$ cat src/rtl/decode_pkg.sv
// Shared opcode, funct, ALU and forward-select encodings for the ID stage.
// alu_decode maps an instruction's op/funct pair onto the ALU opcode.
package decode_pkg;

  localparam logic [5:0] OP_RTYPE = 6'h00;
  localparam logic [5:0] OP_REGIM = 6'h01;
  localparam logic [5:0] OP_JAL   = 6'h03;
  localparam logic [5:0] OP_BEQ   = 6'h04;
  localparam logic [5:0] OP_BNE   = 6'h05;
  localparam logic [5:0] OP_ADDI  = 6'h08;
  localparam logic [5:0] OP_ADDIU = 6'h09;
  localparam logic [5:0] OP_SLTI  = 6'h0a;
  localparam logic [5:0] OP_ANDI  = 6'h0c;
  localparam logic [5:0] OP_ORI   = 6'h0d;
  localparam logic [5:0] OP_XORI  = 6'h0e;
  localparam logic [5:0] OP_LUI   = 6'h0f;
  localparam logic [5:0] OP_LW    = 6'h23;
  localparam logic [5:0] OP_LBU   = 6'h24;
  localparam logic [5:0] OP_SW    = 6'h2b;

  localparam logic [5:0] F_SRL  = 6'h02;
  localparam logic [5:0] F_SRA  = 6'h03;
  localparam logic [5:0] F_SRLV = 6'h06;
  localparam logic [5:0] F_JR   = 6'h08;
  localparam logic [5:0] F_SYS  = 6'h0c;
  localparam logic [5:0] F_ADD  = 6'h20;
  localparam logic [5:0] F_ADDU = 6'h21;
  localparam logic [5:0] F_SUB  = 6'h22;
  localparam logic [5:0] F_AND  = 6'h24;
  localparam logic [5:0] F_OR   = 6'h25;
  localparam logic [5:0] F_XOR  = 6'h26;
  localparam logic [5:0] F_NOR  = 6'h27;
  localparam logic [5:0] F_SLT  = 6'h2a;
  localparam logic [5:0] F_SLTU = 6'h2b;

  localparam logic [3:0] A_NOP  = 4'h0;
  localparam logic [3:0] A_SRA  = 4'h1;
  localparam logic [3:0] A_SRL  = 4'h2;
  localparam logic [3:0] A_ADD  = 4'h5;
  localparam logic [3:0] A_SUB  = 4'h6;
  localparam logic [3:0] A_AND  = 4'h7;
  localparam logic [3:0] A_OR   = 4'h8;
  localparam logic [3:0] A_XOR  = 4'h9;
  localparam logic [3:0] A_NOR  = 4'ha;
  localparam logic [3:0] A_SLT  = 4'hb;
  localparam logic [3:0] A_SLTU = 4'hc;

  localparam logic [1:0] FWD_RF  = 2'b00;
  localparam logic [1:0] FWD_EXM = 2'b01;
  localparam logic [1:0] FWD_MWB = 2'b10;

  function automatic logic [3:0] alu_decode(
    input logic [5:0] op,
    input logic [5:0] funct
  );
    logic [3:0] r;
    r = A_NOP;
    if (op == OP_RTYPE) begin
      case (funct)
        F_SRL, F_SRLV:  r = A_SRL;
        F_SRA:          r = A_SRA;
        F_ADD, F_ADDU:  r = A_ADD;
        F_SUB:          r = A_SUB;
        F_AND:          r = A_AND;
        F_OR:           r = A_OR;
        F_XOR:          r = A_XOR;
        F_NOR:          r = A_NOR;
        F_SLT:          r = A_SLT;
        F_SLTU:         r = A_SLTU;
        default:        r = A_NOP;
      endcase
    end else begin
      case (op)
        OP_REGIM, OP_SLTI:        r = A_SLT;
        OP_BEQ, OP_BNE, OP_XORI:  r = A_XOR;
        OP_ADDI, OP_ADDIU, OP_SW: r = A_ADD;
        OP_ANDI:                  r = A_AND;
        OP_ORI:                   r = A_OR;
        default:                  r = A_NOP;
      endcase
    end
    return r;
  endfunction

endpackage

$ cat src/rtl/id_decoder.sv
// Combinational decode of an instruction word into ALU/memory controls,
// register read addresses and destination write-enable.
module id_decoder
  import decode_pkg::*;
#(
  parameter int REG_AW = 5,
  parameter int SYS_RA = 2,
  parameter int SYS_RB = 4
) (
  input  logic [31:0]       ir,
  output logic [3:0]        aluop,
  output logic              dmload,
  output logic              dmstr,
  output logic              dmsel,
  output logic [REG_AW-1:0] ra,
  output logic [REG_AW-1:0] rb,
  output logic [REG_AW-1:0] rd,
  output logic              wr
);

  logic [5:0] op;
  logic [5:0] funct;
  logic       is_r;
  logic       is_jal;
  logic       is_imm;
  logic       is_sys;

  assign op     = ir[31:26];
  assign funct  = ir[5:0];
  assign is_r   = op == OP_RTYPE;
  assign is_jal = op == OP_JAL;
  assign is_sys = is_r && funct == F_SYS;
  assign is_imm = op inside {OP_ADDI, OP_ADDIU, OP_SLTI,
                             OP_ANDI, OP_ORI, OP_XORI,
                             OP_LUI, OP_LW, OP_LBU};

  assign aluop  = alu_decode(op, funct);
  assign dmload = op inside {OP_LW, OP_LBU};
  assign dmstr  = op == OP_SW;
  assign dmsel  = dmload | dmstr;

  assign ra = is_sys ? REG_AW'(SYS_RA) : REG_AW'(ir[25:21]);
  assign rb = is_sys ? REG_AW'(SYS_RB) : REG_AW'(ir[20:16]);

  always_comb begin
    rd = '0;
    wr = 1'b0;
    unique case (1'b1)
      is_r: begin
        rd = REG_AW'(ir[15:11]);
        wr = !(funct inside {F_JR, F_SYS});
      end
      is_jal: begin
        rd = REG_AW'(31);
        wr = 1'b1;
      end
      is_imm: begin
        rd = REG_AW'(ir[20:16]);
        wr = 1'b1;
      end
      default: ;
    endcase
    // $0 is hardwired; never treat it as a writer
    if (rd == '0) wr = 1'b0;
  end

endmodule

$ cat src/rtl/decode_hazard_stage.sv
// ID stage: decode, load-use detection, forward selects and the ID/EX
// register with flush/stall handshakes.
module decode_hazard_stage
  import decode_pkg::*;
#(
  parameter int REG_AW  = 5,
  parameter int ALUOP_W = 4,
  parameter bit FWD_EN  = 1'b1,
  parameter int SYS_RA  = 2,
  parameter int SYS_RB  = 4
) (
  input  logic               clk,
  input  logic               rst_n,
  input  logic               if_valid,
  input  logic [31:0]        if_ir,
  output logic               id_ready,
  input  logic               flush,
  input  logic               ex_stall,
  input  logic [REG_AW-1:0]  mem_rd,
  input  logic               mem_wr,
  output logic               ex_valid,
  output logic [ALUOP_W-1:0] ex_aluop,
  output logic               ex_dmload,
  output logic               ex_dmstr,
  output logic               ex_dmsel,
  output logic [REG_AW-1:0]  ex_ra,
  output logic [REG_AW-1:0]  ex_rb,
  output logic [REG_AW-1:0]  ex_rd,
  output logic               ex_wr,
  output logic [5:0]         ex_op,
  output logic [5:0]         ex_funct,
  output logic [15:0]        ex_imm,
  output logic [1:0]         ex_fwd_a,
  output logic [1:0]         ex_fwd_b
);

  typedef struct packed {
    logic               valid;
    logic [ALUOP_W-1:0] aluop;
    logic               dmload;
    logic               dmstr;
    logic               dmsel;
    logic [REG_AW-1:0]  ra;
    logic [REG_AW-1:0]  rb;
    logic [REG_AW-1:0]  rd;
    logic               wr;
    logic [5:0]         op;
    logic [5:0]         funct;
    logic [15:0]        imm;
    logic [1:0]         fwd_a;
    logic [1:0]         fwd_b;
  } id_ex_t;

  id_ex_t q;
  id_ex_t nxt;

  logic [3:0]        d_aluop;
  logic              d_dmload;
  logic              d_dmstr;
  logic              d_dmsel;
  logic [REG_AW-1:0] d_ra;
  logic [REG_AW-1:0] d_rb;
  logic [REG_AW-1:0] d_rd;
  logic              d_wr;

  id_decoder #(
    .REG_AW (REG_AW),
    .SYS_RA (SYS_RA),
    .SYS_RB (SYS_RB)
  ) u_dec (
    .ir     (if_ir),
    .aluop  (d_aluop),
    .dmload (d_dmload),
    .dmstr  (d_dmstr),
    .dmsel  (d_dmsel),
    .ra     (d_ra),
    .rb     (d_rb),
    .rd     (d_rd),
    .wr     (d_wr)
  );

  logic ex_hit_a;
  logic ex_hit_b;
  logic mem_hit_a;
  logic mem_hit_b;
  logic load_use;
  logic raw_stall;

  assign ex_hit_a  = q.valid & q.wr & (q.rd == d_ra) & (d_ra != '0);
  assign ex_hit_b  = q.valid & q.wr & (q.rd == d_rb) & (d_rb != '0);
  assign mem_hit_a = mem_wr & (mem_rd == d_ra) & (d_ra != '0);
  assign mem_hit_b = mem_wr & (mem_rd == d_rb) & (d_rb != '0);

  assign load_use = q.valid & q.dmload & q.wr &
                    ((q.rd == d_ra) | (q.rd == d_rb));

  // without forwarding every EX-stage RAW has to wait it out
  assign raw_stall = FWD_EN ? load_use : (ex_hit_a | ex_hit_b);

  assign id_ready = flush | (!ex_stall & !raw_stall);

  always_comb begin
    nxt = '0;
    if (if_valid) begin
      nxt.valid  = 1'b1;
      nxt.aluop  = ALUOP_W'(d_aluop);
      nxt.dmload = d_dmload;
      nxt.dmstr  = d_dmstr;
      nxt.dmsel  = d_dmsel;
      nxt.ra     = d_ra;
      nxt.rb     = d_rb;
      nxt.rd     = d_rd;
      nxt.wr     = d_wr;
      nxt.op     = if_ir[31:26];
      nxt.funct  = if_ir[5:0];
      nxt.imm    = if_ir[15:0];
      if (FWD_EN) begin
        nxt.fwd_a = ex_hit_a ? FWD_EXM :
                    mem_hit_a ? FWD_MWB : FWD_RF;
        nxt.fwd_b = ex_hit_b ? FWD_EXM :
                    mem_hit_b ? FWD_MWB : FWD_RF;
      end
    end
  end

  always_ff @(posedge clk or negedge rst_n) begin
    if (!rst_n) begin
      q <= '0;
    end else if (flush) begin
      q <= '0;
    end else if (ex_stall) begin
      q <= q;
    end else if (raw_stall) begin
      q <= '0;
    end else begin
      q <= nxt;
    end
  end

  assign ex_valid  = q.valid;
  assign ex_aluop  = q.aluop;
  assign ex_dmload = q.dmload;
  assign ex_dmstr  = q.dmstr;
  assign ex_dmsel  = q.dmsel;
  assign ex_ra     = q.ra;
  assign ex_rb     = q.rb;
  assign ex_rd     = q.rd;
  assign ex_wr     = q.wr;
  assign ex_op     = q.op;
  assign ex_funct  = q.funct;
  assign ex_imm    = q.imm;
  assign ex_fwd_a  = q.fwd_a;
  assign ex_fwd_b  = q.fwd_b;

endmodule
$ cat config.mk
export PLATFORM = sky130hd
export DESIGN_NAME = decode_hazard_stage
export DESIGN_NICKNAME = d
export VERILOG_FILES = /design/src/rtl/decode_pkg.sv /design/src/rtl/id_decoder.sv /design/src/rtl/decode_hazard_stage.sv
export SDC_FILE = /design/constraint.sdc
export NUM_CORES = 1
export LEC_CHECK = 0
export ABC_AREA = 0
export CORE_ASPECT_RATIO = 1.25
export CORE_MARGIN = 4
export CORE_UTILIZATION = 40
export CTS_CLUSTER_DIAMETER = 60
export DETAILED_ROUTE_END_ITERATION = 8
export PLACE_DENSITY = 0.74
export SYNTH_ARGS = -nofsm -noshare
export SYNTH_HDL_FRONTEND = slang
export SYNTH_HIERARCHICAL = 1
export SYNTH_SLANG_ARGS = --single-unit
$ cat constraint.sdc
create_clock -name clk -period 3.6 [get_ports clk]
set_input_delay 0.54 -clock clk [delete_from_list [all_inputs] [get_ports clk]]
set_output_delay 0.54 -clock clk [all_outputs]
set_load 0.01 [all_outputs]
==> impl_metrics.yaml <==
timing:
  period_needed_ns: 3.46
  fin_setup_tns_ns: 0
  timing.hold.ws_ns: 0.429
  rsz0062_at_grt: "no"
  clock_skew_ns: 0.00844
  drv_slew: 0
  setup_viol: 0
  fmax_mhz: 289
  hold_viol: 0
  fin_crit_sh_pct: 96.2
  slew_headroom_pct: 27.8
  worst_pin_slew_ns: 1.08
clock_network:
  clockBufferDepth: 2
  cts_buffers: 5
  htreeDepth: 2
  tritoncts: "built"
  cts.sinks: 50
  cts_root_buffer: "clkbuf_8"
  clk_latency_ns: 0.30
  clk_pin_slew_ns: 0.09
detailed_routing:
  viasPerCell: 5.44
  vias: 2519
  wirelength_mm: 8.03
  drt_iter0_markers: 67
  drc: 0
  drtAntennaViolNets: 0
  wl_per_cell_um: 17.3
  firstDrtPassIters: 4
critical_path:
  arrival_ns: 2.92
  startpoint: "if_ir[30]"
  worstPathCellList: "clkdlybuf4s50_1, or4_4, nor4_4, and3_4, buf_6, nor2b_1, xor2_1, nor3_2, a221oi_2, or2_4, buf_6"
  path_buf_inv: 3
  cp.required_ns: 3.06
  r2r_start: "ex_rd[0]"
  r2r_cells: 7
  path_class: "input port to output pin"
  cp.depth: 11
  worstPathMaxFanout: 5
  max_stage_delay_ns: 0.44
  cp_top_family: "simple AND/OR/NAND/NOR gates"
  cpMostUsedCell: "buf_6"
  end_kind: "output pin"
  start_kind: "input port"
  cp_slowest_cell: "or4_4"
logic_synthesis:
  synth_top_area_share_pct: 45.6
  ys_ff_latch: 50
  synth_area_um2: 2750
  synth_edf_count: 0
  synth_mux_area_share_pct: 0
  synthTopCellsByArea: "dfrtp_1, a22o_1, xor2_1, nor2b_1, buf_4"
  yosys.area_share.xor_xnor_pct: 6.70
  ys_seq_area_share_pct: 45.6
  yosysWarningCount: 6
  yosysTopAreaCell: "dfrtp_1"
  synth_simple_gate_area_share_pct: 18.2
  synth_top_family_by_area: "compound AO/OA/AOI/OAI gates"
  synth_nets: 302
  synth_cell_types: 44
  synthArstFlopShare_pct: 100
  synth_flop_cell: "dfrtp_1"
  synth_compound_area_share_pct: 23.4
  postSynthCellCount: 259
  synth-adder-area-share_pct: 0
  postSynthAreaPerCell_um2: 10.6
pwr:
  p_leak_nw: 1.82
  ir_drop_mv: 0.173
  power-per-cell-area_nw_per_um2: 285
placed_design:
  port_buffers: 99
  dp_hpwl_mm: 5.99
  globalplace.congestion: 0.885
finish:
  diodes: 0
  nets: 418
  drive_above_1_share_pct: 17.0
  final_cell_mix: "clkdlybuf4s50_1, dfrtp_1, a22o_1"
  final_common_cell: "clkdlybuf4s50_1"
  syn_to_final_growth_pct: 49.9
floorplan:
  die-area_um2: 8260
  io_pins: 100
  core_um2: 6610
  start_util_pct: 41.6
  die_h_um: 101
  die_width_um: 82.1
  rows: 33
global_route:
  grt_pass1_wl_mm: 12.3
  grt_pass1_vias: 2559
  overflow: 0
  antenna_found_initial: 0
  grtUsageTotal_pct: 19.3
  grt_max_degree: 51
run:
  drv_cap: 0
status:
  status: "complete, no violations"
min_path:
  hp-class: "input port to async pin"
==> final timing paths <==
path	to	slack, ns
worst max register to register	ex_aluop[2]	1.72
worst min-delay path	ex_ra[3]	0.43
min in group clk	ex_fwd_b[1]	0.50
worst min register to register	ex_fwd_b[1]	0.50
worst max-delay path	id_ready	0.14
max in group asynchronous	ex_dmsel	2.50
==> cells in the mapped netlist (all sizes together), types with 3 or more instances <==
library cell and instances:
nand3 3, dfrtp 50, a21oi 8, xor2 17, and3b 3, a22o 47, nor3 7, nor4 5
and3 3, a221o 5, nand2b 3, or3b 3, or2 5, buf 14, nor2b 13, xnor2 4
nor2 15, or4 3, nand4 6, clkbuf 10, nand2 9, o21ai 3
==> power by group <==
part / switching, mW / internal, mW
Clock: 0.192 / 0.137
Combinational: 0.118 / 0.138
Sequential: 0.0119 / 0.577
==> through the flow <==
stage          cell area (um^2)  instances  util [%]  power, mW  setup slack (ns)
2_1_floorplan              2750        259         -      0.704             0.433
3_3_place_gp               3940        451      59.6      0.847            -0.409
3_5_place_dp               3940        451      59.6      0.850            -0.460
4_1_cts                    4090        462      61.9       1.18            0.0107
5_1_grt                    4110        463      62.3       1.23            0.0307
6_report                   4110        463      62.3       1.17             0.137
==> metal layers <==
metal / vias to the layer above / track usage (%) / routed length [um]
met2: 86 / 32.9 / 4130
met3: 16 / 3.58 / 490
met4: 0 / 8.95 / 211
met1: 1217 / 23.2 / 3200
met5: - / 0 / 0
li1: 1200 / - / -
==> sequential cells by signal, summed over array words and instances, names as in the netlist, 2 cells and up <==
signal    flops
ex_rd         5
ex_op         6
ex_funct      5
ex_fwd_b      2
ex_fwd_a      2
ex_rb         5
ex_ra         5
ex_imm       11
ex_aluop      4
==> cell families after synthesis <==
kind of cell | Yosys count
simple gates | 83
compound gates | 79
flops | 50
buf+inv | 26
xor+xnor | 21
==> repair_timing <==
action                                 CTS  global route
setup endpoints to repair                1             1
gates cloned                             1             0
pin swaps                                6             6
hold buffers                             0             0
setup buffers                            2             1
endpoints found under the hold margin    0             0
gates resized for setup                 17             4
==> final cells by class <==
type / instances / area (um^2)
clock inverters: 3 / 21.3
clock buffers: 5 / 68.8
repair buffers: 133 / 1270
inverters: 2 / 7.51
fillers: 560 / 2490
multi-input cells: 183 / 1380
flip-flops and latches: 50 / 1250
well taps: 87 / 109
(Power assumes the default switching activity.)
